--- config.mk ---
export PLATFORM = sky130hd
export DESIGN_NAME = combi_hazard_ctrl_flat
export DESIGN_NICKNAME = d
export VERILOG_FILES = /design/src/rtl/combi_hazard_ctrl_if.sv /design/src/rtl/combi_hazard_ctrl.sv /design/src/flat_wrapper.sv
export SDC_FILE = /design/constraint.sdc
export NUM_CORES = 1
export LEC_CHECK = 0
export ABC_AREA = 1
export CORE_UTILIZATION = 42
export DETAILED_ROUTE_END_ITERATION = 16
export PLACE_DENSITY = 0.95
export SLEW_MARGIN = 20
export SYNTH_ARGS = -nofsm -noshare
export SYNTH_HDL_FRONTEND = slang
export SYNTH_SLANG_ARGS = --single-unit
--- constraint.sdc ---
create_clock -name clk -period 2.9 [get_ports clk]
set_clock_uncertainty 0.15 [all_clocks]
set_input_delay 0.58 -clock clk [delete_from_list [all_inputs] [get_ports clk]]
set_output_delay 0.58 -clock clk [all_outputs]
set_load 0.01 [all_outputs]
--- src/rtl/combi_hazard_ctrl_if.sv ---
// Hazard-controller bus: D/E/M/W pipeline status in, stall/flush/forward/trap controls out.
// The core side uses master, the controller uses slave.
interface combi_hazard_ctrl_if;
   logic       armD;
   logic       instrValidD;
   logic [4:0] Rs1D, Rs2D;
   logic [4:0] Rs1E, Rs2E;
   logic [4:0] RdE, RdM, RdW;
   logic       armE;
   logic       ResultSrcE0;
   logic       RegWriteM;
   logic       RegWriteW;
   logic       PCSrcE;
   logic       trapAck;
   logic       armIn;
   logic       wasNotFlushed;
   logic       StallF, StallD;
   logic       FlushD, FlushE;
   logic [1:0] ForwardAE, ForwardBE;
   logic       Trap, TrapArm;

   modport master (
      output armD, instrValidD, Rs1D, Rs2D, Rs1E, Rs2E, RdE, RdM, RdW,
             armE, ResultSrcE0, RegWriteM, RegWriteW, PCSrcE, trapAck,
      input  armIn, wasNotFlushed, StallF, StallD, FlushD, FlushE,
             ForwardAE, ForwardBE, Trap, TrapArm
   );

   modport slave (
      input  armD, instrValidD, Rs1D, Rs2D, Rs1E, Rs2E, RdE, RdM, RdW,
             armE, ResultSrcE0, RegWriteM, RegWriteW, PCSrcE, trapAck,
      output armIn, wasNotFlushed, StallF, StallD, FlushD, FlushE,
             ForwardAE, ForwardBE, Trap, TrapArm
   );
endinterface

--- src/rtl/combi_hazard_ctrl.sv ---
// Pipeline controller for the combined ARM/RISC-V 5-stage core: ISA-mode and D-validity
// ownership, load-use stalls, redirect flushes, E-stage forwarding and illegal-instruction trap.
module combi_hazard_ctrl #(
   parameter bit RESET_ARM     = 1'b0,
   parameter int ILLEGAL_LIMIT = 2
) (
   input logic                clk,
   input logic                reset,
   combi_hazard_ctrl_if.slave hz
);

   typedef enum logic {RUN = 1'b0, TRAP = 1'b1} state_e;

   localparam logic [4:0] LIMIT = 5'(ILLEGAL_LIMIT);

   state_e     state_q, state_d;
   logic       armIn_q, armIn_d;
   logic       wnf_q, wnf_d;
   logic       trapArm_q, trapArm_d;
   logic [3:0] cnt_q, cnt_d;

   logic lwStall, illegal, enterTrap, updMode;
   logic stallF, stallD, flushD, flushE;

   // ARM r0 is a real register; PC (r15) is never forwarded
   function automatic logic [1:0] fwd_sel(input logic [4:0] rs, input logic armE,
                                          input logic rwM, input logic [4:0] rdM,
                                          input logic rwW, input logic [4:0] rdW);
      logic ok;
      ok = armE ? (rs != 5'd15) : (rs != 5'd0);
      if (rwM && (rdM == rs) && ok)      return 2'b10;
      else if (rwW && (rdW == rs) && ok) return 2'b01;
      else                               return 2'b00;
   endfunction

   always_ff @(posedge clk) begin
      if (reset) state_q <= RUN;
      else       state_q <= state_d;
   end

   always_comb begin
      lwStall = (state_q == RUN) & hz.ResultSrcE0 & wnf_q &
                (hz.armE | (hz.RdE != 5'd0)) &
                ((hz.RdE == hz.Rs1D) | (hz.RdE == hz.Rs2D));
      illegal   = (state_q == RUN) & wnf_q & ~hz.instrValidD & ~stallD & ~hz.PCSrcE;
      enterTrap = illegal & (({1'b0, cnt_q} + 5'd1) >= LIMIT);
      state_d   = state_q;
      case (state_q)
         RUN:     if (enterTrap)  state_d = TRAP;
         TRAP:    if (hz.trapAck) state_d = RUN;
         default: state_d = RUN;
      endcase
   end

   // Redirect wins over load-use: flush without stalling
   always_comb begin
      stallF = 1'b0;
      stallD = 1'b0;
      flushD = 1'b0;
      flushE = 1'b0;
      case (state_q)
         RUN: begin
            stallF = lwStall & ~hz.PCSrcE;
            stallD = lwStall & ~hz.PCSrcE;
            flushD = hz.PCSrcE;
            flushE = lwStall | hz.PCSrcE;
         end
         TRAP: begin
            stallF = 1'b1;
            flushD = 1'b1;
            flushE = 1'b1;
         end
         default: ;
      endcase
   end

   always_comb begin
      updMode   = wnf_q & hz.instrValidD & ~stallD & ~flushD & (state_q == RUN);
      armIn_d   = updMode ? hz.armD : armIn_q;
      wnf_d     = flushD ? 1'b0 : (stallD ? wnf_q : 1'b1);
      trapArm_d = enterTrap ? armIn_q : trapArm_q;
      cnt_d     = cnt_q;
      if (enterTrap || hz.PCSrcE || (wnf_q && hz.instrValidD)) cnt_d = 4'd0;
      else if (illegal && (cnt_q != 4'hF))                      cnt_d = cnt_q + 4'd1;
   end

   always_ff @(posedge clk) begin
      if (reset) begin
         armIn_q   <= RESET_ARM;
         wnf_q     <= 1'b0;
         trapArm_q <= 1'b0;
         cnt_q     <= 4'd0;
      end else begin
         armIn_q   <= armIn_d;
         wnf_q     <= wnf_d;
         trapArm_q <= trapArm_d;
         cnt_q     <= cnt_d;
      end
   end

   always_comb begin
      hz.armIn         = armIn_q;
      hz.wasNotFlushed = wnf_q;
      hz.StallF        = stallF;
      hz.StallD        = stallD;
      hz.FlushD        = flushD;
      hz.FlushE        = flushE;
      hz.Trap          = (state_q == TRAP);
      hz.TrapArm       = trapArm_q;
      hz.ForwardAE     = fwd_sel(hz.Rs1E, hz.armE, hz.RegWriteM, hz.RdM, hz.RegWriteW, hz.RdW);
      hz.ForwardBE     = fwd_sel(hz.Rs2E, hz.armE, hz.RegWriteM, hz.RdM, hz.RegWriteW, hz.RdW);
   end

endmodule

--- src/flat_wrapper.sv ---
// flat-port wrapper written by rule: the top's interface ports become plain ports
module combi_hazard_ctrl_flat 
#(
   parameter bit RESET_ARM     = 1'b0,
   parameter int ILLEGAL_LIMIT = 2
)
  (clk, reset, hz_armD, hz_instrValidD, hz_Rs1D, hz_Rs2D, hz_Rs1E, hz_Rs2E, hz_RdE, hz_RdM, hz_RdW, hz_armE, hz_ResultSrcE0, hz_RegWriteM, hz_RegWriteW, hz_PCSrcE, hz_trapAck, hz_armIn, hz_wasNotFlushed, hz_StallF, hz_StallD, hz_FlushD, hz_FlushE, hz_ForwardAE, hz_ForwardBE, hz_Trap, hz_TrapArm);
  combi_hazard_ctrl_if hz_i ();
  input logic clk;
  input logic reset;
  input wire logic [$bits(hz_i.armD)-1:0] hz_armD;
  input wire logic [$bits(hz_i.instrValidD)-1:0] hz_instrValidD;
  input wire logic [$bits(hz_i.Rs1D)-1:0] hz_Rs1D;
  input wire logic [$bits(hz_i.Rs2D)-1:0] hz_Rs2D;
  input wire logic [$bits(hz_i.Rs1E)-1:0] hz_Rs1E;
  input wire logic [$bits(hz_i.Rs2E)-1:0] hz_Rs2E;
  input wire logic [$bits(hz_i.RdE)-1:0] hz_RdE;
  input wire logic [$bits(hz_i.RdM)-1:0] hz_RdM;
  input wire logic [$bits(hz_i.RdW)-1:0] hz_RdW;
  input wire logic [$bits(hz_i.armE)-1:0] hz_armE;
  input wire logic [$bits(hz_i.ResultSrcE0)-1:0] hz_ResultSrcE0;
  input wire logic [$bits(hz_i.RegWriteM)-1:0] hz_RegWriteM;
  input wire logic [$bits(hz_i.RegWriteW)-1:0] hz_RegWriteW;
  input wire logic [$bits(hz_i.PCSrcE)-1:0] hz_PCSrcE;
  input wire logic [$bits(hz_i.trapAck)-1:0] hz_trapAck;
  output wire logic [$bits(hz_i.armIn)-1:0] hz_armIn;
  output wire logic [$bits(hz_i.wasNotFlushed)-1:0] hz_wasNotFlushed;
  output wire logic [$bits(hz_i.StallF)-1:0] hz_StallF;
  output wire logic [$bits(hz_i.StallD)-1:0] hz_StallD;
  output wire logic [$bits(hz_i.FlushD)-1:0] hz_FlushD;
  output wire logic [$bits(hz_i.FlushE)-1:0] hz_FlushE;
  output wire logic [$bits(hz_i.ForwardAE)-1:0] hz_ForwardAE;
  output wire logic [$bits(hz_i.ForwardBE)-1:0] hz_ForwardBE;
  output wire logic [$bits(hz_i.Trap)-1:0] hz_Trap;
  output wire logic [$bits(hz_i.TrapArm)-1:0] hz_TrapArm;
  assign hz_i.armD = hz_armD;
  assign hz_i.instrValidD = hz_instrValidD;
  assign hz_i.Rs1D = hz_Rs1D;
  assign hz_i.Rs2D = hz_Rs2D;
  assign hz_i.Rs1E = hz_Rs1E;
  assign hz_i.Rs2E = hz_Rs2E;
  assign hz_i.RdE = hz_RdE;
  assign hz_i.RdM = hz_RdM;
  assign hz_i.RdW = hz_RdW;
  assign hz_i.armE = hz_armE;
  assign hz_i.ResultSrcE0 = hz_ResultSrcE0;
  assign hz_i.RegWriteM = hz_RegWriteM;
  assign hz_i.RegWriteW = hz_RegWriteW;
  assign hz_i.PCSrcE = hz_PCSrcE;
  assign hz_i.trapAck = hz_trapAck;
  assign hz_armIn = hz_i.armIn;
  assign hz_wasNotFlushed = hz_i.wasNotFlushed;
  assign hz_StallF = hz_i.StallF;
  assign hz_StallD = hz_i.StallD;
  assign hz_FlushD = hz_i.FlushD;
  assign hz_FlushE = hz_i.FlushE;
  assign hz_ForwardAE = hz_i.ForwardAE;
  assign hz_ForwardBE = hz_i.ForwardBE;
  assign hz_Trap = hz_i.Trap;
  assign hz_TrapArm = hz_i.TrapArm;
  combi_hazard_ctrl #(.RESET_ARM(RESET_ARM), .ILLEGAL_LIMIT(ILLEGAL_LIMIT)) u_core (.clk(clk), .reset(reset), .hz(hz_i));
endmodule
# [Word level (Yosys, flattened, before mapping)]
# Index checks and enable logic that the tools add are counted.
[totals] register_bits=8 input_bits=45 output_inout_bits=12
[classes] add_sub_neg=2 magnitude_cmp=1 eq_ne=9 n_mux=13 bitwise=22 n_reduce_logical=17
[op_table] op="5-bit equality test" n=6
[op_table] op="5-bit nonzero test" n=3
[op_table] op="1-bit bitwise AND" n=14
[op_table] op="1-bit logical AND" n=10
[op_table] op="5-bit by 4-bit inequality test with 1-bit output, second input constant" n=2
[op_table] op="1-bit case mux with 2 select lines" n=4
[op_table] op="1-bit 2-to-1 mux" n=7
[op_table] op="4-bit by 1-bit adder with 5-bit output, second input constant" n=1
[op_table] op="5-bit by 2-bit >= comparator with 1-bit output, second input constant" n=1
[op_table] op="1-bit inverter" n=5
[op_table] op="4-bit by 1-bit adder with 4-bit output, second input constant" n=1
[op_table] op="2-bit 2-to-1 mux" n=2
[op_table] op="4-bit inequality test, second input constant" n=1
[op_table] op="2-bit OR reduction" n=2
[op_table] op="1-bit OR" n=3
[op_table] op="1-bit logical OR" n=2

# [Logic depth before layout (Yosys ltp)]
[logic_depth] word_depth=14 ltp_mapped=11 mapped_depth_nobuf=11

# [Worst setup path after synthesis]
# No wires, ideal clock.
[synth_timing] path_type="in2out" from="input hz_Rs2E[0]" to="output hz_ForwardBE[0]" t_arrival_ns=1.529 setup_slack_ns=0.641 cell_stages=6 n_path_buf=0 path_cell_list="inv_1 -> o22ai_1 -> a21oi_1 -> nand3_1 -> nor4_1 -> nor2_1"
[synth_via] elab_chain_len=5 word_cells_on_any_way=11
[synth_lines] element="from (decl)" line="flat_wrapper.sv:16" text="input wire logic [$bits(hz_i.Rs2E)-1:0] hz_Rs2E;"
[synth_lines] element="5-bit by 4-bit inequality test with 1-bit output (tied with other cells)" line="combi_hazard_ctrl.sv:30" text="ok = armE ? (rs != 5'd15) : (rs != 5'd0);"
[synth_lines] element="1-bit 2-to-1 mux or 1-bit logical AND (tied branches)" line="combi_hazard_ctrl.sv:30, combi_hazard_ctrl.sv:32"
[synth_lines] element="1-bit logical AND" line="combi_hazard_ctrl.sv:32" text="else if (rwW && (rdW == rs) && ok) return 2'b01;"
[synth_lines] element="1-bit 2-to-1 mux" line="combi_hazard_ctrl.sv:32"
[synth_lines] element="2-bit 2-to-1 mux (*)" line="combi_hazard_ctrl.sv:31" text="if (rwM && (rdM == rs) && ok) return 2'b10;"
[synth_lines] element="to (decl)" line="flat_wrapper.sv:33" text="output wire logic [$bits(hz_i.ForwardBE)-1:0] hz_ForwardBE;"
# Mark *: on every way between the ends. The rest lies on a longest branch, timed or not.

# [Worst setup path after layout]
[layout_timing] from="input hz_RdE[4]" to="output hz_FlushE"
[layout_via] elab_chain_len=6 word_cells_on_any_way=9
[layout_lines] element="from (decl)" line="flat_wrapper.sv:17" text="input wire logic [$bits(hz_i.RdE)-1:0] hz_RdE;"
[layout_lines] element="5-bit nonzero test" line="combi_hazard_ctrl.sv:43" text="(hz.armE | (hz.RdE != 5'd0)) &"
[layout_lines] element="1-bit OR" line="combi_hazard_ctrl.sv:43"
[layout_lines] element="1-bit bitwise AND" line="combi_hazard_ctrl.sv:42" text="lwStall = (state_q == RUN) & hz.ResultSrcE0 & wnf_q &"
[layout_lines] element="1-bit bitwise AND (*)" line="combi_hazard_ctrl.sv:43"
[layout_lines] element="1-bit OR (*)" line="combi_hazard_ctrl.sv:66" text="flushE = lwStall | hz.PCSrcE;"
[layout_lines] element="1-bit case mux with 2 select lines (*)" line="combi_hazard_ctrl.sv:61" text="case (state_q)"
[layout_lines] element="to (decl)" line="flat_wrapper.sv:31" text="output wire logic [$bits(hz_i.FlushE)-1:0] hz_FlushE;"
# Marks and branches as above.

==> summary.md <==
| Metric | Value |
|---|---|
| Cell Pwr Density | `between 200 and 250 nW/um2` |
| FF-to-FF path depth | `7` |
| Share of total power in sequential cells | `between 20% and 30%` |
| Critical path buffers and inverters | `5` |
| Hold depth | `2` |
| Die Width | `51.6 um` |
| Net switching power | `between 0.1 and 0.15 mW` |
| CP Class | `in2out` |
| RSZ-0062 raised after global routing | `false` |
| # H-tree levels | `1` |
| Fin crit period | `~2.8 ns` |
| Final period util | `a little over nine tenths` |
| Die area | `between 2000 and 3000 um2` |
| Worst-path cell chain | `clkdlybuf4s50_1, inv_2, nand2_1, nand2_1, nor2_2, nand3_2, nand2_4, buf_4, a21oi_4, inv_1, dlygate4sd2_1` |
| Number of enable flip-flop cells after synthesis | `0` |
| Hold EP | `u_core.hz.TrapArm$_SDFFE_PP0P_` |
| FF+latch count, synth | `8` |
| WHS | `0.326 ns` |
| Placed wire-length estimate | `around 2700 um` |
| Initial antenna violation count | `0` |
| Crit path DAT | `2.10 ns` |
| Clock transition at the registers of the reported paths | `~0.050 ns` |
| Area contributors post-synth | `dfxtp_1 (15%), nand2_1 (15%), inv_1 (11%), nor2_1 (6.5%), nand3_1 (6.3%)` |
| DR iter-0 viols | `21` |
| Synth Net Count | `223` |
| Worst slew pin tran | `about 0.60 ns` |
| Clk sinks | `8` |
| N_diodes | `0` |
| Async SR Flop Fraction | `0%` |
| Top layer in use | `met4` |
| Most common cell on crit path | `nand2_1` |
| Max Cap Violations | `0` |
| Cells after DPL | `270` |
| Vias per std cell | `about 5.2` |
| Final Hold Vio Count | `0` |
| Synth warnings | `0` |
| Comb pwr share | `a little under half` |
| CP startpoint kind | `primary input` |
| Final setup viols | `0` |
| Routability cong. | `approximately 0.85` |
| Final WL | `around 3400 um` |
| Global-route total usage across every layer | `between 20% and 30%` |
| R2R Setup Slk | `between 1 and 1.5 ns` |
| Average size of a mapped cell | `a little under 6 um2` |
| Mapped Cells | `176` |
| DRC viols | `0` |
| Capturing point of the worst reg2reg path | `u_core.hz.TrapArm$_SDFFE_PP0P_` |
| Cell taking the most area after synthesis | `dfxtp_1` |
| Crit end category | `output port` |
| Min-Delay Path Class | `reg2reg` |
| Clock latency on the worst-skew pair | `roughly 0.26 ns` |
| WL/cell | `around 13 um` |
| Delay-heaviest family, CP | `buffers and inverters` |
| P_int | `roughly 0.25 mW` |
| Placed Area | `between 1500 and 2000 um2` |
| Layout Cells excl Fill | `273` |
| Fmax | `354 MHz` |
| Rel. slew slack | `around three fifths` |
| Max incr delay on CP | `0.52 ns` |
| Post-synth top cells | `nand2_1 (42), inv_1 (31), nor2_1 (18)` |
| Share of cells above drive strength 1 | `18.0%` |
| Post-synth cell types | `29` |
| Vias in the first global route | `~1400` |
| Hold_sp | `u_core.hz.TrapArm$_SDFFE_PP0P_` |
| Register area share after synthesis | `~15%` |
| CTS root buf | `clkbuf_4` |
| Port-buffer cells | `between 50 and 60` |
| Largest net degree at the start of global routing | `7` |
| Area share of the largest cell type after synthesis | `between 10% and 20%` |
| CP required | `between 2 and 2.5 ns` |
| Num CTS Buffers | `3` |
| Status | `finished clean` |
| Clock Path Buffers | `2` |
| Worst r2r src | `u_core.cnt_q[0]$_SDFFE_PP0P_` |
| Top Ports | `57` |
| # rows | `17` |
| Slew Viols, Final | `0` |
| Crit-path max FO | `3` |
| Cell area after layout | `between 1500 and 2000 um2` |
| DR WL met2 | `approximately 1700 um` |
| Synthesized area | `~1000 um2` |
| DR vias | `roughly 1400` |
| Top FF cell, synth | `dfxtp_1` |
| Leakage | `approximately 0.94 nW` |
| Top-count cell post-synth | `nand2_1` |
| Pre-antenna DRT Iters | `4` |
| CTS tree | `done` |
| Initial Util | `45.5%` |
| Core Region | `2280 um2` |
| Wl on met1 | `roughly 1400 um` |
| CP max-delay cell | `clkdlybuf4s50_1` |
| GR Overflow Total | `0` |
| Antenna Nets Post-Route | `0` |
| First-pass GRT wire length | `~5800 um` |
| Overall Power | `~0.38 mW` |
| P&R area growth vs syn | `71.8%` |
| Clock power frac | `a little under a quarter` |
| Die height | `between 50 and 60 um` |
| Post-layout nets | `about 300` |
| Switching share of power | `about a third` |
| Peak VDD IR | `0.000364 V` |
| Met3 Wirelength | `between 200 and 250 um` |
==> power by group through the flow <==
stage	clock (mW)	sequential, mW	combinational (mW)
after floorplan	0	0.116	0.0698
final	0.0872	0.113	0.178
after CTS	0.0899	0.113	0.176
after global placement	0	0.115	0.169
after global routing	0.0941	0.113	0.194
after detailed placement	0	0.115	0.174
==> registers in the layout, summed over array words and instances, names as in the netlist <==
register                 count
u_core.cnt_q                 4
u_core.hz.Trap               1
u_core.hz.TrapArm            1
u_core.hz.armIn              1
u_core.hz.wasNotFlushed      1
==> how the worst max path moves through the flow <==
| stage | start | endpoint | slack, ns | cells after the start |
|---|---|---|---|---|
| 6_report | hz_RdE[4] | hz_FlushE | 0.07 | 11 |
| 4_1_cts | hz_RdE[0] | hz_StallF | 0.007 | 11 |
| 2_1_floorplan | hz_Rs2E[0] | hz_ForwardBE[0] | 0.64 | 6 |
| 5_1_grt | hz_Rs2E[0] | hz_ForwardBE[0] | 0.02 | 8 |
| 3_5_place_dp | hz_Rs1E[2] | hz_ForwardAE[0] | -0.30 | 8 |
| 3_3_place_gp | hz_Rs1E[1] | hz_ForwardAE[0] | -0.29 | 8 |
==> routing by layer <==
layer  vias up  global-route usage, %
met4         0                   10.8
met5         -                      0
met1       636                   30.4
met2        78                   53.5
li1        706                      -
met3         6                   6.43
==> placed cells by master (no fill, tap or decap), types with 2 or more instances in the layout <==
cell	synthesis	layout
xnor2_1	4	4
nand3_2	2	2
nor2_1	18	17
buf_4	0	10
nand2_4	2	2
nor3_2	0	3
nand2_2	2	2
clkbuf_4	0	3
nand3_1	13	13
nand2_1	42	42
nor3_1	8	5
nor2_2	4	5
a21oi_1	10	8
ha_1	2	2
xor2_1	7	7
dfxtp_1	8	8
dlygate4sd2_1	0	7
a21oi_2	2	4
dlymetal6s2s_1	0	11
inv_2	2	6
clkdlybuf4s50_1	0	36
o21ai_0	2	2
nand4_1	3	3
o22ai_1	4	4
inv_1	31	27
==> what timing repair did <==
item                                    CTS  global route
resized for setup                        15            20
setup buffers                             0             0
pin swaps                                 2             3
hold buffers                              0             0
endpoints found under the setup margin    7             6
==> worst min-delay path, stage by stage, from the launching register on <==
cell and delay, ns:
dfxtp_1 0.31, nand2_1 0.06, a21oi_1 0.06
==> per-stage QoR <==
step | setup TNS, ns | setup WS (ns) | util [%]
2_1_floorplan | 0 | 0.641 | -
3_3_place_gp | -1.16 | -0.288 | 74.9
3_5_place_dp | -1.48 | -0.300 | 74.9
4_1_cts | 0 | 0.00711 | 76.5
5_1_grt | 0 | 0.0169 | 78.1
6_report | 0 | 0.0712 | 78.1
==> kinds of logic after synthesis <==
family	after synthesis	share of synthesized area, %
DFF	8	15.5
adders and majority gates	2	2.42
buffers and inverters	34	12.3
AOI/OAI and AO/OA	22	13.8
and+or+nand+nor	99	46.7
xor gates and xnor gates	11	9.31
==> layout make-up <==
class | count | area, um2
clock buffer | 3 | 22.5
fill | 164 | 498
inverter | 34 | 128
multi-input combinational | 134 | 783
sequential | 8 | 160
tap | 28 | 35.0
timing repair buffer | 66 | 649
Power figures use the tool's default switching activity.
